[config.mk]
export PLATFORM = sky130hd
export DESIGN_NAME = seg7_scan_driver
export DESIGN_NICKNAME = d
export VERILOG_FILES = /design/src/rtl/seg7_scan_driver.sv
export SDC_FILE = /design/constraint.sdc
export NUM_CORES = 1
export LEC_CHECK = 0
export CAP_MARGIN = 20
export CORE_AREA = 2 2 79 81
export CTS_CLUSTER_DIAMETER = 60
export DETAILED_ROUTE_END_ITERATION = 12
export DIE_AREA = 0 0 81 83
export HOLD_SLACK_MARGIN = 0.02
export PLACE_DENSITY = 0.75
export SKIP_LAST_GASP = 1
export SYNTH_ARGS = -nofsm -noshare
export SYNTH_HDL_FRONTEND = slang
export SYNTH_SLANG_ARGS = --single-unit
[constraint.sdc]
create_clock -name clk -period 2.59 [get_ports clk]
set_input_delay 0.259 -clock clk [delete_from_list [all_inputs] [get_ports clk]]
set_output_delay 0.259 -clock clk [all_outputs]
set_load 0.01 [all_outputs]
[src/rtl/seg7_scan_driver.sv]
// Multiplexed seven-segment scan driver: double-buffered BCD word, per-digit
// time slots with leading blanking, optional leading-zero suppression.
module seg7_scan_driver #(
    parameter int DIGITS       = 4,
    parameter int REFRESH_DIV  = 1000,
    parameter int BLANK_CYCLES = 2
) (
    input  logic                  clk,
    input  logic                  rst,
    input  logic                  load_valid,
    output logic                  load_ready,
    input  logic [4*DIGITS-1:0]   load_bcd,
    input  logic [DIGITS-1:0]     load_dp,
    input  logic                  lz_blank,
    output logic [6:0]            seg_out,
    output logic                  dp_out,
    output logic [DIGITS-1:0]     dig_en,
    output logic                  frame_done
);

    localparam int PW = (REFRESH_DIV > 1) ? $clog2(REFRESH_DIV) : 1;
    localparam int IW = (DIGITS > 1) ? $clog2(DIGITS) : 1;

    logic [PW-1:0]         presc;
    logic [IW-1:0]         idx;
    logic [4*DIGITS-1:0]   active_bcd;
    logic [DIGITS-1:0]     active_dp;
    logic [4*DIGITS-1:0]   pend_bcd;
    logic [DIGITS-1:0]     pend_dp;
    logic                  pend_full;

    logic                  slot_end;
    logic                  last_digit;
    logic                  frame_end;
    logic                  in_blank;
    logic                  accept;

    logic [3:0]            nib_p0;
    logic                  dp_p0;
    logic [DIGITS-1:0]     en_p0;
    logic                  lz_p0;
    logic [DIGITS-1:0]     lz_mask;
    logic                  zero_run;

    function automatic logic [6:0] seg_decode(input logic [3:0] nib);
        case (nib)
            4'd0:    seg_decode = 7'h3F;
            4'd1:    seg_decode = 7'h06;
            4'd2:    seg_decode = 7'h5B;
            4'd3:    seg_decode = 7'h4F;
            4'd4:    seg_decode = 7'h66;
            4'd5:    seg_decode = 7'h6D;
            4'd6:    seg_decode = 7'h7D;
            4'd7:    seg_decode = 7'h07;
            4'd8:    seg_decode = 7'h7F;
            4'd9:    seg_decode = 7'h6F;
            default: seg_decode = 7'h40;
        endcase
    endfunction

    assign slot_end   = (presc == PW'(REFRESH_DIV - 1));
    assign last_digit = (idx == IW'(DIGITS - 1));
    assign frame_end  = slot_end && last_digit;
    assign in_blank   = (int'(presc) < BLANK_CYCLES);
    assign load_ready = !pend_full && !rst;
    assign accept     = load_valid && load_ready;

    // A digit is a leading zero when it and every digit above it is zero.
    always_comb begin
        lz_mask  = '0;
        zero_run = 1'b1;
        for (int i = DIGITS - 1; i >= 1; i--) begin
            zero_run   = zero_run && (active_bcd[4*i +: 4] == 4'd0);
            lz_mask[i] = zero_run;
        end
    end

    // Stage p0: select the digit addressed by the current slot
    always_comb begin
        nib_p0 = '0;
        dp_p0  = 1'b0;
        en_p0  = '0;
        lz_p0  = 1'b0;
        for (int i = 0; i < DIGITS; i++) begin
            if (idx == IW'(i)) begin
                nib_p0   = active_bcd[4*i +: 4];
                dp_p0    = active_dp[i];
                en_p0[i] = 1'b1;
                lz_p0    = lz_blank && lz_mask[i];
            end
        end
    end

    // Stage p1: registered scan state, buffers and display outputs
    always_ff @(posedge clk) begin
        if (rst) begin
            presc      <= '0;
            idx        <= '0;
            active_bcd <= '0;
            active_dp  <= '0;
            pend_bcd   <= '0;
            pend_dp    <= '0;
            pend_full  <= 1'b0;
            seg_out    <= '0;
            dp_out     <= 1'b0;
            dig_en     <= '0;
            frame_done <= 1'b0;
        end else begin
            if (slot_end) begin
                presc <= '0;
                idx   <= last_digit ? '0 : idx + IW'(1);
            end else begin
                presc <= presc + PW'(1);
            end

            // Swap and accept are exclusive: accept needs an empty pending slot.
            if (frame_end && pend_full) begin
                active_bcd <= pend_bcd;
                active_dp  <= pend_dp;
                pend_full  <= 1'b0;
            end else if (accept) begin
                pend_bcd  <= load_bcd;
                pend_dp   <= load_dp;
                pend_full <= 1'b1;
            end

            frame_done <= frame_end;
            if (in_blank) begin
                dig_en  <= '0;
                seg_out <= '0;
                dp_out  <= 1'b0;
            end else begin
                dig_en  <= en_p0;
                seg_out <= lz_p0 ? 7'h00 : seg_decode(nib_p0);
                dp_out  <= dp_p0;
            end
        end
    end

endmodule

## Word level (Yosys, flattened, before mapping)

Memory sizes are Yosys's and may differ from the RTL's. A register that Yosys moved wholly into a read port is not among the register bits.
Index checks and enable logic that the tools add are counted.

| storage, ports and cells | value |
|---|---|
| bits in registers | 59 |
| bits in read-only memories | 112 |
| bits of input ports | 24 |
| logic and storage cells | 55 |
| memories | 1 |

| operators by class | value |
|---|---|
| add/sub/neg operators | 2 |
| $lt $le $gt $ge | 1 |
| equality and inequality tests | 4 |
| mux-type cells | 16 |
| bitwise operators | 1 |
| reduce and logical (&&, ||, !) cells | 20 |

Memory list:

| memory | depth | width | rd ports | clocked after Yosys merged registers in | wr ports | RTL line | RTL |
|---|---|---|---|---|---|---|---|
| (no name shown) | 16 | 7 | 1 | 1 | 0 | 46 | `case (nib)` |

Operator list:

| kind | count |
|---|---|
| $mux 4 | 4 |
| $logic_not 4->1 | 3 |
| $mux 1 | 11 |
| $add 10x1->10 const B | 1 |
| $eq 10x10->1 const B | 1 |
| $lt 10x2->1 const B | 1 |
| $logic_and 1x1->1 | 9 |
| $reduce_or 2->1 | 3 |
| $eq 2x2->1 const B | 2 |
| $reduce_or 3->1 | 1 |
| $add 2x1->2 const B | 1 |
| $eq 2x1->1 const B | 1 |
| $logic_not 1->1 | 2 |
| $logic_not 2->1 | 1 |
| $mux 2 | 1 |
| $reduce_and 2->1 | 1 |
| $not 1->1 | 1 |

## Logic depth before layout (Yosys ltp)

| logic depth | value |
|---|---|
| depth in word-level cells | 8 |
| mapped depth | 10 |
| depth with buffers taken out | 9 |

## Worst setup path before layout

No wires, ideal clock.

| timing | value |
|---|---|
| kind | register to register |
| start | register idx[0] |
| end | register seg_out[3] |
| arrival | 2448 ps |
| data required time | 2454 ps |
| slack | 6 ps |
| cell stages (with the launch flop) | 11 |
| path buffers | 2 |
| clock period less this slack | 2584 ps |
| cell sequence | dfxtp_1 > ha_1 > buf_2 > clkbuf_1 > or3b_2 > o221ai_1 > inv_1 > ha_1 > or3_1 > o221ai_1 > a21oi_1 |

| on the way | value |
|---|---|
| longest elaborated chain between the ends | 5 |
| elaborated cells between the ends (all ways) | 12 |
| those cells by class | eq/ne: 3; mux: 7; reduce/logical: 2 |

RTL lines:

| element | RTL line | RTL |
|---|---|---|
| start, declared | 25 | `logic [IW-1:0] idx;` |
| start signal, assigned | 111 | `idx <= last_digit ? '0 : idx + IW'(1);` |
| $eq 2x1->1 or $logic_not 2->1 (tied branches) | 85 | `if (idx == IW'(i)) begin` |
| $mux 1 or $mux 4 (tied branches) (3 in series) | 85 |  |
| $reduce_or 3->1 (no source line) or $mux 4 (tied branches) | -- |  |
| end, declared | 15 | `output logic [6:0] seg_out,` |

Several ways; a longest one is shown, not always the timed one.
A chain may end at the register's enable or synchronous reset.

## Final worst setup path

Same ends and word-level chain as after synthesis.

==> qor.yml <==
report.final.setup_viol: 0
clock_slew_at_the_register_clock_pins_of_the_worst_setup_and_hold_paths_ns: 0.06
cts_buffers: 9
run_status: "finished clean"
drt-total-wl_mm: 5.38
critPathLaunchType: "flop"
die_area_sq_um: 6720
worst_slew_pin_slew_ns: 0.662
mappedNetlistNets: 349
num-nets-final: 388
dpl.hpwl_mm: 3.89
floorplan.die.height_um: 83
routed-via-count: 2189
antenna_found_initial: 0
post_route_cells_drive_above_1_share_pct: 7.84
critPathRequiredTime_ns: 2.79
yosysUniqueCellTypes: 39
yosysWarningCount: 0
hold_violations_final: 0
yosys.area.top_type: "sky130_fd_sc_hd__dfxtp_1"
cp_class: "flop to flop"
post_synth.cell_area_avg_sq_um: 8.87
dieWidth_um: 81
worst-path-buf-inv: 3
number_of_global_route_vias_before_repair: 1949
worst_clock_skew_ns: 0.00485
pre_cts_ws_ns: 0.138
grt_setup_unrepaired: "no"
antenna-diode-count: 0
route.met3.wl_um: 200
placement_rows: 28
placement.io_buffers: 37
number_of_max_cap_violations: 0
uppermost_layer_routed: "met4"
synth_top_area_cells: "sky130_fd_sc_hd__dfxtp_1, sky130_fd_sc_hd__mux2i_1, sky130_fd_sc_hd__nand2_1, sky130_fd_sc_hd__ha_1, sky130_fd_sc_hd__nor2_1"
aggregate_global_route_resource_usage_pct: 17.5
critical-path-slowest-cell: "sky130_fd_sc_hd__dfxtp_1"
overflow: 0
worstSkewPairLatency_ns: 0.34
slew_violations: 0
grt_pass1_wl_mm: 9.21
fmax_mhz: 416
drc: 0
cell_area_power_density_nw_per_um2: 578
post_layout_total_power_mw: 1.97
finalWorstPathRequiredPeriod_ns: 2.40
syn_to_final_growth_pct: 22.5
worstSetupEndpointType: "flop"
synth_area_sq_um: 2780
violation_count_after_the_first_detailed_routing_iteration: 75
met2_length_mm: 2.40
synthCells: 314
met1_length_mm: 2.67
max-slew-margin-rel_pct: 55.8
cts.sink_count: 66
yosys_most_used_dff: "sky130_fd_sc_hd__dfxtp_1"
yosys_register_bits: 66
holdBufCountCts: 0
synth_enable_flop_cells: 0
design.core.area_sq_um: 5820
gate_family_responsible_for_the_most_delay_along_the_worst_path: "compound AO/OA/AOI/OAI gates"
place_congestion: 0.883
grt_max_degree: 42
drt-wirelength-per-cell_um: 12.5
cp_cell_sequence: "inv_1 -> ha_1 -> buf_4 -> a211oi_1 -> a211o_1 -> inv_1 -> ha_1 -> or3_1 -> o221ai_1 -> a21oi_1"
finalWorstSetupSlack_ns: 0.187
holdCritPathClass: "flop to flop"
clock_tree.root_cell: "sky130_fd_sc_hd__clkbuf_8"
ioPinCount: 38
synth-async-reset-ratio_pct: 0
initial_core_utilization_pct: 47.9
via_per_inst: 5.07
tritoncts: "yes"
setup_tns_ns: 0
post-route-period-util_pct: 92.8
number_of_h_tree_levels: 3
synth_seq_area_share_pct: 47.5
drt_pass1_iterations: 5
cellLeakagePower_nw: 1.45
drtAntennaViolNets: 0
arrival_ns: 2.60
critical_path_peak_fanout: 10
vdd_drop_max_mv: 0.422
synth.top_cell.area_share_pct: 47.5
worst_path_max_stage_delay_ns: 0.41
clock_path_buffers: 2
-- cell usage in the layout (no fill, tap or decap), drive strengths merged, types with 6 or more instances in the layout --
cell / netlist / layout
a211oi: 6 / 6
a21oi: 8 / 8
and2: 6 / 6
buf: 5 / 9
clkbuf: 13 / 13
clkdlybuf4s50: 0 / 37
dfxtp: 66 / 66
ha: 11 / 11
inv: 8 / 8
mux2i: 21 / 21
nand2: 51 / 51
nor2: 35 / 35
o21ai: 24 / 24
xnor2: 6 / 6
-- power by group --
part           total (mW)  switching, mW  internal, mW
Sequential           1.08         0.0204          1.06
Combinational       0.132         0.0591        0.0728
Clock               0.762          0.368         0.394
-- area by class of cell --
type,count,area (sq um)
fill,557,2410
multi-input combinational,222,1360
sequential,66,1320
timing repair buffer,46,438
clock buffer,13,159
tap,75,93.8
inverter,8,30.0
clock inverter,2,12.5
-- worst min-delay path, stage by stage (launching register included) --
cell and delay [ns]:
sky130_fd_sc_hd__dfxtp_1 0.31, sky130_fd_sc_hd__nand2_1 0.05, sky130_fd_sc_hd__o21ai_0 0.06
-- path summary, 6_finish.rpt --
path,from,to,slack [ns],cells past startpoint
worst max-delay path,idx[0],seg_out[3],0.19,10
worst min-delay path,pend_bcd[4],pend_bcd[4],0.46,2
worst max register to register,idx[0],seg_out[3],0.19,10
worst min register to register,pend_bcd[4],pend_bcd[4],0.46,2
-- stage by stage --
| step | util (%) | instance area (sq um) | hold WS, ns | std cells |
|---|---|---|---|---|
| global placement | 55.5 | 3230 | 0.446 | 417 |
| global route | 58.6 | 3410 | 0.470 | 432 |
| floorplan | - | 2780 | 0.368 | 314 |
| finish | 58.6 | 3410 | 0.457 | 432 |
| CTS | 58.5 | 3400 | 0.462 | 432 |
| detailed placement | 55.5 | 3230 | 0.454 | 417 |
-- cells in the mapped netlist (2+ instances only) --
library cell	n
sky130_fd_sc_hd__dfxtp_1	66
sky130_fd_sc_hd__nand2_1	51
sky130_fd_sc_hd__nor2_1	35
sky130_fd_sc_hd__o21ai_0	23
sky130_fd_sc_hd__mux2i_1	21
sky130_fd_sc_hd__clkbuf_1	13
sky130_fd_sc_hd__ha_1	11
sky130_fd_sc_hd__a21oi_1	8
sky130_fd_sc_hd__inv_1	8
sky130_fd_sc_hd__a211oi_1	6
sky130_fd_sc_hd__and2_1	6
sky130_fd_sc_hd__xnor2_1	6
sky130_fd_sc_hd__a211o_1	4
sky130_fd_sc_hd__nand3_1	4
sky130_fd_sc_hd__nand3b_1	4
sky130_fd_sc_hd__nor3_1	4
sky130_fd_sc_hd__nor4_1	4
sky130_fd_sc_hd__o221ai_1	4
sky130_fd_sc_hd__or3_1	4
sky130_fd_sc_hd__buf_2	3
sky130_fd_sc_hd__nand2b_1	3
sky130_fd_sc_hd__nor2b_1	3
sky130_fd_sc_hd__nor3b_1	3
sky130_fd_sc_hd__buf_6	2
sky130_fd_sc_hd__o211ai_1	2
sky130_fd_sc_hd__or3b_2	2
sky130_fd_sc_hd__xor2_1	2
-- registers in the layout, indices dropped and copies added (netlist names) --
register / flops
frame_done: 1
pend_bcd: 16
active_dp: 4
pend_dp: 4
active_bcd: 16
presc: 10
idx: 2
seg_out: 7
dp_out: 1
pend_full: 1
dig_en: 4
-- routing by layer --
layer | track usage [%] | vias to the layer above
li1 | - | 1141
met1 | 24.3 | 991
met2 | 25.4 | 47
met3 | 3.59 | 10
met4 | 8.78 | 0
met5 | 0 | -
-- repair_timing --
action                     4_1_cts  5_1_grt
setup endpoints to repair        0        2
buffers inserted                 0        0
gates resized for setup          0        2
-- kinds of logic after synthesis --
family                     synth area share, %
DFF                                       47.5
AOI/OAI and AO/OA                         11.5
and+or+nand+nor                           21.8
adders and majority gates                 4.94
muxes                                     7.55
xor gates and xnor gates                  2.52
buffers and inverters                     4.18
Note: power is estimated with default switching activity, not from simulation.
